--- src/rtl/ntable_pkg.sv ---
// Shared constants and helpers for the nametable/attribute fetch path.
// Visible picture size, attribute ROM address width and quadrant decode.
package ntable_pkg;

    localparam int NT_H_VIS   = 256;
    localparam int NT_V_VIS   = 240;
    localparam int ATABLE_AW  = 7;

    // q = {ey[4], ex[4]}: 00 top-left, 01 top-right, 10 bottom-left, 11 bottom-right
    function automatic logic [1:0] attr_quadrant_sel(input logic [7:0] attr_byte,
                                                     input logic [1:0] q);
        logic [1:0] sel;
        case (q)
            2'b00:   sel = attr_byte[1:0];
            2'b01:   sel = attr_byte[3:2];
            2'b10:   sel = attr_byte[5:4];
            default: sel = attr_byte[7:6];
        endcase
        return sel;
    endfunction

endpackage

--- src/rtl/ntable_scroll_add.sv ---
// Combinational scroll adder: horizontal wrap at 256, vertical wrap at the
// visible height, plus the inside-picture flag.
module ntable_scroll_add
    import ntable_pkg::*;
(
    input  logic [8:0] px,
    input  logic [8:0] py,
    input  logic [7:0] sx,
    input  logic [7:0] sy,
    output logic [7:0] ex,
    output logic [8:0] ey,
    output logic       vis
);

    logic [9:0] sum_y;
    logic       unused_sum_msb;

    always_comb begin
        ex    = px[7:0] + sx;
        sum_y = {1'b0, py} + {2'b00, sy};
        // Only one subtraction: for visible rows the sum is below twice the height.
        if (sum_y >= 10'(NT_V_VIS)) begin
            sum_y = sum_y - 10'(NT_V_VIS);
        end
        ey  = sum_y[8:0];
        vis = (px < 9'(NT_H_VIS)) && (py < 9'(NT_V_VIS));
    end

    assign unused_sum_msb = sum_y[9];

endmodule

--- src/rtl/atable_palette_fetch.sv ---
// Attribute-table palette fetch: scroll, ROM address, quadrant select.
// Two-stage pipeline with stall; scroll registers load on frame_start regardless of en.
module atable_palette_fetch
    import ntable_pkg::*;
(
    input  logic                 clk,
    input  logic                 rst_n,
    input  logic                 en,
    input  logic                 frame_start,
    input  logic [7:0]           scroll_x,
    input  logic [7:0]           scroll_y,
    input  logic                 pix_valid,
    input  logic [8:0]           px,
    input  logic [8:0]           py,
    output logic [ATABLE_AW-1:0] atable_addr,
    input  logic [7:0]           atable_dout,
    output logic                 pal_valid,
    output logic [1:0]           pal_sel,
    output logic                 pal_in_vis
);

    logic [7:0]           sx_q, sx_d;
    logic [7:0]           sy_q, sy_d;
    logic [ATABLE_AW-1:0] addr_q, addr_d;
    logic [1:0]           q1_q, q1_d;
    logic                 vis1_q, vis1_d;
    logic                 valid1_q, valid1_d;
    logic                 pal_valid_q, pal_valid_d;
    logic [1:0]           pal_sel_q, pal_sel_d;
    logic                 pal_in_vis_q, pal_in_vis_d;

    logic [7:0] ex;
    logic [8:0] ey;
    logic       vis0;
    logic       unused_bits;

    ntable_scroll_add u_scroll_add (
        .px  (px),
        .py  (py),
        .sx  (sx_q),
        .sy  (sy_q),
        .ex  (ex),
        .ey  (ey),
        .vis (vis0)
    );

    assign unused_bits = ^{ex[3:0], ey[8], ey[3:0]};

    always_comb begin
        sx_d = sx_q;
        sy_d = sy_q;
        // Vertical scroll beyond the last visible row is clamped at load time.
        if (frame_start) begin
            sx_d = scroll_x;
            sy_d = (scroll_y >= 8'(NT_V_VIS)) ? 8'(NT_V_VIS - 1) : scroll_y;
        end
    end

    always_comb begin
        addr_d       = addr_q;
        q1_d         = q1_q;
        vis1_d       = vis1_q;
        valid1_d     = valid1_q;
        pal_valid_d  = pal_valid_q;
        pal_sel_d    = pal_sel_q;
        pal_in_vis_d = pal_in_vis_q;
        if (en) begin
            addr_d       = {1'b0, ey[7:5], ex[7:5]};
            q1_d         = {ey[4], ex[4]};
            vis1_d       = vis0;
            valid1_d     = pix_valid;
            pal_sel_d    = vis1_q ? attr_quadrant_sel(atable_dout, q1_q) : 2'b00;
            pal_in_vis_d = vis1_q;
            pal_valid_d  = valid1_q;
        end
    end

    always_ff @(posedge clk or negedge rst_n) begin
        if (!rst_n) begin
            sx_q         <= '0;
            sy_q         <= '0;
            addr_q       <= '0;
            q1_q         <= '0;
            vis1_q       <= 1'b0;
            valid1_q     <= 1'b0;
            pal_valid_q  <= 1'b0;
            pal_sel_q    <= '0;
            pal_in_vis_q <= 1'b0;
        end else begin
            sx_q         <= sx_d;
            sy_q         <= sy_d;
            addr_q       <= addr_d;
            q1_q         <= q1_d;
            vis1_q       <= vis1_d;
            valid1_q     <= valid1_d;
            pal_valid_q  <= pal_valid_d;
            pal_sel_q    <= pal_sel_d;
            pal_in_vis_q <= pal_in_vis_d;
        end
    end

    assign atable_addr = addr_q;
    assign pal_valid   = pal_valid_q;
    assign pal_sel     = pal_sel_q;
    assign pal_in_vis  = pal_in_vis_q;

endmodule

--- config.mk ---
export PLATFORM = sky130hd
export DESIGN_NAME = atable_palette_fetch
export DESIGN_NICKNAME = d
export VERILOG_FILES = /design/src/rtl/ntable_pkg.sv /design/src/rtl/ntable_scroll_add.sv /design/src/rtl/atable_palette_fetch.sv
export SDC_FILE = /design/constraint.sdc
export NUM_CORES = 1
export LEC_CHECK = 0
export BUFFER_PORTS_ARGS = -buffer_cell sky130_fd_sc_hd__buf_2
export CAP_MARGIN = 20
export CORE_ASPECT_RATIO = 1.75
export CORE_MARGIN = 3
export CORE_UTILIZATION = 53
export CTS_BUF_LIST = sky130_fd_sc_hd__clkbuf_4
export CTS_CLUSTER_DIAMETER = 50
export DETAILED_ROUTE_END_ITERATION = 10
export PLACE_DENSITY = 0.84
export SYNTH_ARGS = -nofsm -noshare
export SYNTH_HDL_FRONTEND = slang
export SYNTH_SLANG_ARGS = --single-unit
--- constraint.sdc ---
create_clock -name clk -period 3 [get_ports clk]
set_input_delay 0 -clock clk [delete_from_list [all_inputs] [get_ports clk]]
set_output_delay 0 -clock clk [all_outputs]
set_load 0.03 [all_outputs]
After elaboration in Yosys (flattened, before gate mapping)
Cells that the tools add are included.
W data, S select, Z words.
Storage, ports and cells
  bits of input ports: 47
  output and inout bits: 11
  logic and storage cells: 24
  register bits after elaboration: 30
Cells by class
  mux-type cells: 4
  order comparisons: 4
  add/subtract/negate cells: 3
  reductions and logical operators: 2
  eq/ne operators: 2
Operators by type and width (count)
  $mux W8: 2
  $add A9 B8 Y10: 1
  $ge A10 B8 Y1 const B: 1
  $lt A9 B8 Y1 const B: 1
  $lt A9 B9 Y1 const B: 1
  $add A8 B8 Y8: 1
  $ge A8 B8 Y1 const B: 1
  $sub A8 B8 Y8 const B: 1
  $pmux W2 S3: 1
  $eq A2 B1 Y1 const B: 1
  $eq A2 B2 Y1 const B: 1
  $logic_not A2 Y1: 1
  $mux W2: 1
  $logic_and A1 B1 Y1: 1

Longest topological paths before layout
Gate-level depths: netlist of run 1.
  depth in word-level cells: 3
  gate-level depth with buffers: 10

Hierarchy
From an unflattened synthesis of run 1, not the netlist that was laid out.
Unflattened totals
  cell total of the unflattened synthesis: 197
  area total of the unflattened synthesis: 2104.5 um^2
By module, submodules not included
  atable_palette_fetch: seq. area each 750.7 um^2, area each 1192.4 um^2, cells an instance 80, instances 1
  ntable_scroll_add: seq. area each 0.0 um^2, area each 912.1 um^2, cells an instance 117, instances 1

Worst setup path after synthesis of run 1
OpenSTA, ideal clock, no wires.
  path type: flip-flop to flip-flop
  start: register sy_q[0]
  end: register q1_q[1]
  arrival: 2.280 ns
  cell stages (with the launch flop): 11
  required time: 2.908 ns
  clock period less this slack: 2.372 ns
  buffers on the path: 0
  setup time: 0.092 ns
  setup slack: 0.628 ns
  cells stage by stage: dfrtp_1 > ha_1 > inv_1 > fa_1 > o21ai_0 > xor2_1 > ha_1 > inv_1 > a2111oi_4 > nor3_1 > o31ai_2
Between the ends
  longest elaborated chain between the ends: 3
  elaborated cells between the ends (all ways): 4
  classes of those cells: add/sub (2); order compare (1); mux (1)
Ends and longest elaborated chain
  start: declaration: line atable_palette_fetch.sv:23  | logic [7:0] sy_q, sy_d;
  start signal: assignment: line atable_palette_fetch.sv:91  | sy_q <= sy_d;
  $add A9 B8 Y10 (*): line ntable_scroll_add.sv:20  | sum_y = {1'b0, py} + {2'b00, sy};
  $sub A8 B8 Y8 or $ge A10 B8 Y1 (tied branches): line ntable_scroll_add.sv:23, ntable_scroll_add.sv:22
  $mux W8 (*): line ntable_scroll_add.sv:22  | if (sum_y >= 10'(NT_V_VIS)) begin
  end signal: assignment: line atable_palette_fetch.sv:93  | q1_q <= q1_d;
  end: declaration: line atable_palette_fetch.sv:25  | logic [1:0] q1_q, q1_d;
Every way passes the cells marked *; elsewhere a longest branch is shown, timed or not.
A chain may end at the register's enable or synchronous reset.

Final worst setup path of run 1
Ends and elaborated chain as after synthesis.

==> impl_metrics.env, run 1 <==
export IMPL_crit_chain="ha_1 -> inv_1 -> fa_1 -> o21ai_0 -> xor2_1 -> ha_1 -> inv_1 -> a2111oi_4 -> nor3_1 -> o31ai_2"
export IMPL_critPathTopFamily="compound AO/OA/AOI/OAI gates"
export IMPL_dp_cells=261
export IMPL_clock_sink_count=30
export IMPL_viasPerCell=5.391
export IMPL_cts_tree="built"
export IMPL_ys_top_cells_by_area="dfrtp_1, ha_1, mux2_2"
export IMPL_die_y_um=84.41
export IMPL_ys_seq_elements=30
export IMPL_clk_latency_ns=0.33
export IMPL_hold_buffers=20
export IMPL_r2r_end="q1_q[1]"
export IMPL_place_port_buffers=56
export IMPL_drtIter0Drc=16
export IMPL_rows=27
export IMPL_clk_pin_slew_ns=0.10
export IMPL_cts_resized_gates=0
export IMPL_syn_to_final_growth_pct=29.77
export IMPL_p_leak_nw=1.133
export IMPL_ant_nets=0
export IMPL_max_slew_margin_pct=56.38
export IMPL_synth_cell_types=46
export IMPL_final_common_cell="buf_2"
export IMPL_power_density_mw_per_mm2=503.6
export IMPL_synth_top_area_share_pct=40.32
export IMPL_cp_num_buf_inv=2
export IMPL_fin_crit_sh_pct=87.66
export IMPL_reg2reg_from="sy_q[0]"
export IMPL_syn_avg_cell_area_um2=11.15
export IMPL_start_util_pct=57.41
export IMPL_drv_cap=0
export IMPL_pwr_share_clk_pct=18.6
export IMPL_fin_worst_skew_ns=0.009595
export IMPL_crit_path_end_kind="flip-flop"
export IMPL_cts_root_buf="clkbuf_4"
export IMPL_synthMuxAreaShare_pct=12.90
export IMPL_core_area_mm2=0.003243
export IMPL_cts_buffers_inserted=5
export IMPL_startpoint_type="flip-flop"
export IMPL_synthArstFlopShare_pct=100.0
export IMPL_max_freq_mhz=380.3
export IMPL_pin_count=58
export IMPL_p_switching_mw=0.4432
export IMPL_grtUsageTotal_pct=20.57
export IMPL_drcViolationCount=0
export IMPL_p_seq_share_pct=41.9
export IMPL_grt_pass1_vias=1596
export IMPL_r2r_slack_ns=0.37
export IMPL_pwr_share_comb_pct=39.5
export IMPL_synthAdderAreaFrac_pct=11.16
export IMPL_tns_ns=0
export IMPL_power_mw=1.217
export IMPL_insertedDiodeCount=0
export IMPL_synth_compound_area_share_pct=17.47
export IMPL_drt_total_wl_um=4043
export IMPL_syn_instance_count=167
export IMPL_synth_xor_area_share_pct=3.293
export IMPL_hold_start="py[7]"
export IMPL_final_cell_mix="buf_2, dfrtp_1, dlygate4sd3_1"
export IMPL_hpwl_um=3115
export IMPL_vdd_drop_max_v=0.0003590
export IMPL_dr_pass1_iters=4
export IMPL_drive_above_1_share_pct=36.99
export IMPL_reg2reg_depth=10
export IMPL_grt_ovfl_total=0
export IMPL_die_w_um=50.81
export IMPL_dominantRegCellSynth="dfrtp_1"
export IMPL_cp_slowest_stage_delay_ns=0.41
export IMPL_grt_max_degree=31
export IMPL_grt_first_pass_wirelength_um=6713
export IMPL_crit_path_max_fanout=4
export IMPL_cp_depth=10
export IMPL_hold_class="input pin to flip-flop"
export IMPL_whs_path_depth=4
export IMPL_seq_area_frac_synth_pct=40.32
export IMPL_synth_simple_gate_area_share_pct=10.22
export IMPL_finalWorstSetupSlack_ns=0.3702
export IMPL_wire_per_inst_um=13.99
export IMPL_synth_area_mm2=0.001862
export IMPL_cp_arrival_ns=2.88
export IMPL_gp_congestion=0.8709
export IMPL_post_cts_setup_buffers=0
export IMPL_die_area_mm2=0.004288
export IMPL_post_route_min_period_ns=2.630
export IMPL_cts_buffer_depth=2
export IMPL_finalHoldViolations=0
export IMPL_yosys_warnings=0
export IMPL_htreeDepth=2
export IMPL_tightest_slew_ns=0.6543
export IMPL_synth_top_family_by_area="compound AO/OA/AOI/OAI gates"
export IMPL_crit_slowest_cell="fa_1"
export IMPL_place_ws_ns=0.3773
export IMPL_status="finished clean"
export IMPL_slew_viol_final=0
export IMPL_fin_worst_hold_slack_ns=0.03561
export IMPL_stdcell_count=289
export IMPL_crit_required_ns=3.25
export IMPL_antenna_found_initial=0
export IMPL_vias=1558
export IMPL_p_int_mw=0.7735
export IMPL_yosys_area_top_type="dfrtp_1"
export IMPL_synth_net_count=230
export IMPL_grt_setup_unrepaired="false"
export IMPL_path_class="flip-flop to flip-flop"
export IMPL_swShare_pct=36.43
export IMPL_setup_viol=0
export IMPL_synth_edff_count=0
export IMPL_nets=308
export IMPL_hold_path_end="vis1_q"
==> state kept, by name, indices dropped and copies added (netlist names) <==
name / cells
pal_sel: 2
sy_q: 8
vis1_q: 1
valid1_q: 1
atable_addr: 6
pal_valid: 1
sx_q: 8
q1_q: 2
pal_in_vis: 1
==> synth_stat cells, types with 3 or more instances <==
master,number
dfrtp_1,30
mux2_2,16
ha_1,15
inv_1,13
o21ai_0,9
nand2_1,8
nand3_1,6
nor2_1,6
xor2_1,6
a21oi_1,4
a31oi_1,4
o22a_1,4
nand3b_1,3
==> worst reg2reg max path, stage by stage, from the launching register on <==
cell and delay, ns:
dfrtp_1 0.36, ha_1 0.18, inv_1 0.06, fa_1 0.41
o21ai_0 0.24, xor2_1 0.31, ha_1 0.22, inv_1 0.09
a2111oi_4 0.39, nor3_1 0.09, o31ai_2 0.21
==> layer usage <==
| layer | up-vias | wire length (um) | track usage, % |
|---|---|---|---|
| li1 | 767 | - | - |
| met1 | 731 | 1477 | 20.16 |
| met2 | 50 | 2275 | 39.05 |
| met3 | 10 | 181 | 5.151 |
| met4 | 0 | 108 | 8.578 |
| met5 | - | 0 | 0 |
==> metrics by stage <==
stage,area [um^2],utilization [%]
global placement,2162,66.67
floorplan,1862,-
detailed placement,2162,66.67
CTS,2416,74.50
finish,2416,74.50
global route,2416,74.50
==> final cells by class <==
cell class	instances	area (um^2)
clock buffer	5	37.54
clock inverter	3	16.27
timing repair buffer	76	480.5
sequential	30	750.7
fill	241	827.0
tap	43	53.80
inverter	13	48.80
multi-input combinational	119	1028
==> worst max path at each step <==
stage          slack [ns]  startpoint      end
6_report             0.37     sy_q[0]  q1_q[1]
4_1_cts              0.36     sy_q[0]  q1_q[1]
5_1_grt              0.12     sy_q[0]  q1_q[1]
2_1_floorplan        0.63     sy_q[0]  q1_q[1]
3_3_place_gp         0.48     sy_q[0]  q1_q[1]
3_5_place_dp         0.38     sy_q[0]  q1_q[1]
==> power groups by stage <==
stage	Sequential, mW	Combinational, mW	Clock (mW)
floorplan	0.579	0.275	0
global placement	0.516	0.452	0
detailed placement	0.521	0.460	0
CTS	0.512	0.482	0.235
global route	0.520	0.532	0.257
finish	0.510	0.480	0.226
==> cell families after synthesis <==
family                   Yosys count
AO/OA/AOI/OAI                     41
AND/OR/NAND/NOR                   35
flip-flops                        30
multiplexers                      19
buffers and inverters             18
adder cells (fa/ha/maj)           16
XOR/XNOR                           7
other                              1
(Power assumes the default switching activity.)
==> inputs of run 2 (changes only) <==
--- a/config.mk
+++ b/config.mk
@@ -14,6 +14,7 @@
 export CTS_CLUSTER_DIAMETER = 50
 export DETAILED_ROUTE_END_ITERATION = 10
 export PLACE_DENSITY = 0.84
+export REMOVE_ABC_BUFFERS = 1
 export SYNTH_ARGS = -nofsm -noshare
 export SYNTH_HDL_FRONTEND = slang
 export SYNTH_SLANG_ARGS = --single-unit
==> impl_metrics.env, run 2 (synthesis results as in run 1) <==
export IMPL_status="finished clean"
export IMPL_fin_crit_sh_pct=89.06
export IMPL_grt_pass1_vias=1731
export IMPL_crit_path_max_fanout=4
export IMPL_startpoint_type="flip-flop"
export IMPL_fin_worst_skew_ns=0.006313
export IMPL_cts_buffers_inserted=5
export IMPL_multi_input_area_mm2=0.001028
export IMPL_vdd_drop_max_v=0.0003753
export IMPL_grtUsageTotal_pct=22.55
export IMPL_slew_viol_final=0
export IMPL_final_common_cell="buf_2"
export IMPL_fin_util_pct=74.73
export IMPL_max_freq_mhz=374.3
export IMPL_final_cell_mix="buf_2, dfrtp_1, dlygate4sd3_1"
export IMPL_cp_arrival_ns=2.92
export IMPL_crit_path_end_kind="flip-flop"
export IMPL_cp_depth=10
export IMPL_grt_first_pass_wirelength_um=7265
export IMPL_ff_latch_area_um2=750.7
export IMPL_die_area_mm2=0.004288
export IMPL_die_y_um=84.41
export IMPL_finalHoldViolations=0
export IMPL_wl_met1_um=1379
export IMPL_wl_met3_um=205
export IMPL_place_port_buffers=56
export IMPL_stdcell_count=287
export IMPL_gp_congestion=0.8981
export IMPL_wl_met2_um=2622
export IMPL_p_leak_nw=1.137
export IMPL_max_slew_margin_pct=56.08
export IMPL_hold_class="input pin to flip-flop"
export IMPL_dp_cells=261
export IMPL_grt_setup_unrepaired="false"
export IMPL_tns_ns=0
export IMPL_pin_count=58
export IMPL_crit_chain="ha_1 -> inv_1 -> fa_1 -> o21ai_0 -> xor2_1 -> ha_1 -> inv_1 -> a2111oi_4 -> nor3_1 -> o31ai_2"
export IMPL_cp_slowest_stage_delay_ns=0.40
export IMPL_dr_pass1_iters=4
export IMPL_drcViolationCount=0
export IMPL_nets=307
export IMPL_core_area_mm2=0.003243
export IMPL_die_w_um=50.81
export IMPL_crit_slowest_cell="fa_1"
export IMPL_drv_cap=0
export IMPL_cts_root_buf="clkbuf_4"
export IMPL_drive_above_1_share_pct=36.89
export IMPL_cts_tree="built"
export IMPL_cp_num_buf_inv=2
export IMPL_postLayoutCellArea_mm2=0.002424
export IMPL_wire_per_inst_um=15.17
export IMPL_ant_nets=0
export IMPL_place_ws_ns=0.3462
export IMPL_drtIter0Drc=20
export IMPL_hpwl_um=3247
export IMPL_antenna_found_initial=0
export IMPL_clk_pin_slew_ns=0.09
export IMPL_tightest_slew_ns=0.6589
export IMPL_finalWorstSetupSlack_ns=0.3282
export IMPL_setup_viol=0
export IMPL_start_util_pct=57.41
export IMPL_n_fill_cell=255
export IMPL_grt_max_degree=31
export IMPL_whs_path_depth=4
export IMPL_insertedDiodeCount=0
export IMPL_syn_to_final_growth_pct=30.17
export IMPL_rows=27
export IMPL_power_density_mw_per_mm2=535.7
export IMPL_clock_sink_count=30
export IMPL_critPathTopFamily="compound AO/OA/AOI/OAI gates"
export IMPL_crit_required_ns=3.25
export IMPL_grt_ovfl_total=0
export IMPL_htreeDepth=2
export IMPL_path_class="flip-flop to flip-flop"
export IMPL_vias=1580
export IMPL_reg2reg_depth=10
export IMPL_drt_total_wl_um=4354
export IMPL_post_route_min_period_ns=2.672
export IMPL_routed_top_layer="met4"
export IMPL_viasPerCell=5.505
export IMPL_cts_buffer_depth=2
export IMPL_placed_cell_area_mm2=0.002162
export IMPL_clk_latency_ns=0.33
## run 2: metal layers
layer,up-vias,track usage (%)
met4,0,13.97
met1,756,18.99
li1,765,-
met2,45,44.88
met5,-,0
met3,14,4.085
## run 2: repair_timing
item / 4_1_cts / 5_1_grt
endpoints found under the hold margin: 48 / 0
setup buffers: 0 / 0
hold buffers: 19 / 0
gates resized for setup: 0 / 0
## run 2: per-stage QoR
stage / hold WS [ns] / power (mW)
2_1_floorplan: -0.2956 / 0.8443
3_3_place_gp: 0.06525 / 0.9661
3_5_place_dp: 0.07341 / 0.9847
4_1_cts: 0.02765 / 1.312
5_1_grt: 0.04759 / 1.382
6_report: 0.03614 / 1.298
## run 2: area by class of cell
type | instances | area share (%)
timing repair buffer | 75 | 19.41
tap | 43 | 2.220
multi-input combinational | 119 | 42.44
sequential | 30 | 30.98
clock buffer | 5 | 1.549
clock inverter | 2 | 1.394
inverter | 13 | 2.013
## run 2: worst register-to-register path, cell delays in order, from the launching register on
cell	delay (ns)
dfrtp_1	0.38
ha_1	0.19
inv_1	0.07
fa_1	0.40
o21ai_0	0.22
xor2_1	0.31
ha_1	0.23
inv_1	0.09
a2111oi_4	0.39
nor3_1	0.10
o31ai_2	0.23
## run 2: power breakdown
group / switching, mW / total [mW] / internal [mW]
Combinational: 0.265 / 0.482 / 0.217
Clock: 0.136 / 0.304 / 0.168
Sequential: 0.0429 / 0.512 / 0.469
## run 2: worst paths after layout
check	end	start	slack (ns)
worst min register to register	pal_valid	pal_valid	0.51
max in group asynchronous	sy_q[0]	rst_n	2.35
worst max register to register	q1_q[1]	sy_q[0]	0.33
worst min-delay path	vis1_q	py[8]	0.04
worst max-delay path	q1_q[1]	sy_q[0]	0.33
min in group asynchronous	q1_q[0]	rst_n	0.22
==> inputs of run 3 (changes only) <==
==> constraint.sdc (replaced) <==
create_clock -name clk -period 2.7 [get_ports clk]
set_input_delay 0 -clock clk [delete_from_list [all_inputs] [get_ports clk]]
set_output_delay 0 -clock clk [all_outputs]
set_load 0.03 [all_outputs]
==> impl_metrics.env, run 3 (synthesis results as in run 1) <==
export IMPL_critPathTopFamily="adder cells"
export IMPL_wire_per_inst_um=15.17
export IMPL_core_area_mm2=0.003243
export IMPL_final_cell_mix="buf_2, dfrtp_1, dlygate4sd3_1"
export IMPL_cts_buffer_depth=2
export IMPL_reg2reg_depth=10
export IMPL_grt_pass1_vias=1684
export IMPL_clk_latency_ns=0.34
export IMPL_pwr_share_clk_pct=19.2
export IMPL_placed_cell_area_mm2=0.002162
export IMPL_grt_first_pass_wirelength_um=7148
export IMPL_grtUsageTotal_pct=22.09
export IMPL_crit_slowest_cell="fa_1"
export IMPL_cp_slowest_stage_delay_ns=0.41
export IMPL_viasPerCell=5.484
export IMPL_post_route_min_period_ns=2.554
export IMPL_antenna_found_initial=0
export IMPL_drive_above_1_share_pct=37.96
export IMPL_vdd_drop_max_v=0.0004894
export IMPL_ant_nets=0
export IMPL_clk_pin_slew_ns=0.09
export IMPL_max_freq_mhz=391.5
export IMPL_start_util_pct=57.41
export IMPL_fin_worst_hold_slack_ns=0.001488
export IMPL_p_switching_mw=0.5023
export IMPL_p_leak_nw=1.134
export IMPL_rows=27
export IMPL_nets=307
export IMPL_crit_required_ns=2.95
export IMPL_drtIter0Drc=18
export IMPL_p_seq_share_pct=41.3
export IMPL_final_common_cell="buf_2"
export IMPL_cts_buffers_inserted=5
export IMPL_tns_ns=0
export IMPL_stdcell_count=289
export IMPL_dp_cells=261
export IMPL_cp_depth=10
export IMPL_gp_congestion=0.8921
export IMPL_finalHoldViolations=0
export IMPL_setup_viol=0
export IMPL_die_y_um=84.41
export IMPL_startpoint_type="flip-flop"
export IMPL_grt_ovfl_total=0
export IMPL_hold_class="input pin to flip-flop"
export IMPL_clock_sink_count=30
export IMPL_htreeDepth=2
export IMPL_cts_tree="built"
export IMPL_p_int_mw=0.8768
export IMPL_power_density_mw_per_mm2=571.4
export IMPL_swShare_pct=36.42
export IMPL_pwr_share_comb_pct=39.5
export IMPL_drv_cap=0
export IMPL_hpwl_um=3256
export IMPL_status="finished clean"
export IMPL_cp_num_buf_inv=2
export IMPL_grt_max_degree=31
export IMPL_postLayoutCellArea_mm2=0.002414
export IMPL_dr_pass1_iters=4
export IMPL_crit_chain="ha_1 -> inv_1 -> fa_1 -> o21ai_1 -> xor2_1 -> ha_1 -> inv_1 -> a2111oi_4 -> nor3_1 -> o31ai_2"
export IMPL_drcViolationCount=0
export IMPL_path_class="flip-flop to flip-flop"
export IMPL_crit_path_max_fanout=4
export IMPL_vias=1585
export IMPL_whs_path_depth=4
export IMPL_tightest_slew_ns=0.6561
export IMPL_pin_count=58
export IMPL_cp_arrival_ns=2.81
export IMPL_fin_crit_sh_pct=94.61
export IMPL_fin_worst_skew_ns=0.006690
export IMPL_slew_viol_final=0
export IMPL_drt_total_wl_um=4385
export IMPL_die_w_um=50.81
export IMPL_place_port_buffers=56
export IMPL_die_area_mm2=0.004288
export IMPL_crit_path_end_kind="flip-flop"
export IMPL_max_slew_margin_pct=56.26
export IMPL_cts_root_buf="clkbuf_4"
export IMPL_syn_to_final_growth_pct=29.64
run 3: final cells by class:
cell class | count | area, um^2
Fill cell | 256 | 829.5
Antenna cell | 1 | 2.502
Multi-Input combinational cell | 119 | 1036
Clock buffer | 6 | 45.04
Inverter | 13 | 48.80
Tap cell | 43 | 53.80
Timing Repair Buffer | 75 | 467.9
Clock inverter | 2 | 8.758
Sequential cell | 30 | 750.7
run 3: metal layers:
metal	part of all wire, %	global-route usage, %	wire, um
met5	0	0	0
met4	1.6	8.333	69
met3	4.8	5.506	210
met2	61	44.76	2662
met1	33	19.36	1442
run 3: what timing repair did:
| action | 4_1_cts | 5_1_grt |
|---|---|---|
| gates resized for setup | 0 | 2 |
| setup buffers | 0 | 1 |
| setup endpoints to repair | 0 | 2 |
| hold buffers | 18 | 0 |
| hold endpoints to repair | 47 | 0 |
run 3: path summary, 6_finish.rpt:
kind	startpoint	endpoint	slack, ns
max	sy_q[0]	q1_q[1]	0.15
min	px[8]	vis1_q	0.001
max reg2reg	sy_q[0]	q1_q[1]	0.15
min reg2reg	pal_in_vis	pal_in_vis	0.51
max in group asynchronous	rst_n	sy_q[0]	2.06
min in group asynchronous	rst_n	pal_sel[0]	0.22
run 3: power by group through the flow:
stage | clock network, mW | logic (mW) | registers (mW)
after CTS | 0.269 | 0.537 | 0.570
after floorplan | 0 | 0.295 | 0.643
after global placement | 0 | 0.500 | 0.574
after global routing | 0.288 | 0.602 | 0.580
after detailed placement | 0 | 0.515 | 0.579
final | 0.265 | 0.545 | 0.569
run 3: worst register-to-register path, cell delays in order (launching register included):
cell and delay, ns:
dfrtp_1 0.36, ha_1 0.18, inv_1 0.07, fa_1 0.41
o21ai_1 0.17, xor2_1 0.24, ha_1 0.22, inv_1 0.10
a2111oi_4 0.40, nor3_1 0.10, o31ai_2 0.22
run 3: stage by stage:
stage | setup WS (ns) | utilization [%] | power, mW
2_1_floorplan | 0.3280 | - | 0.9381
3_3_place_gp | 0.1836 | 66.67 | 1.073
3_5_place_dp | 0.05256 | 66.67 | 1.094
4_1_cts | 0.01794 | 73.88 | 1.376
5_1_grt | -0.03190 | 74.34 | 1.470
6_report | 0.1456 | 74.42 | 1.379
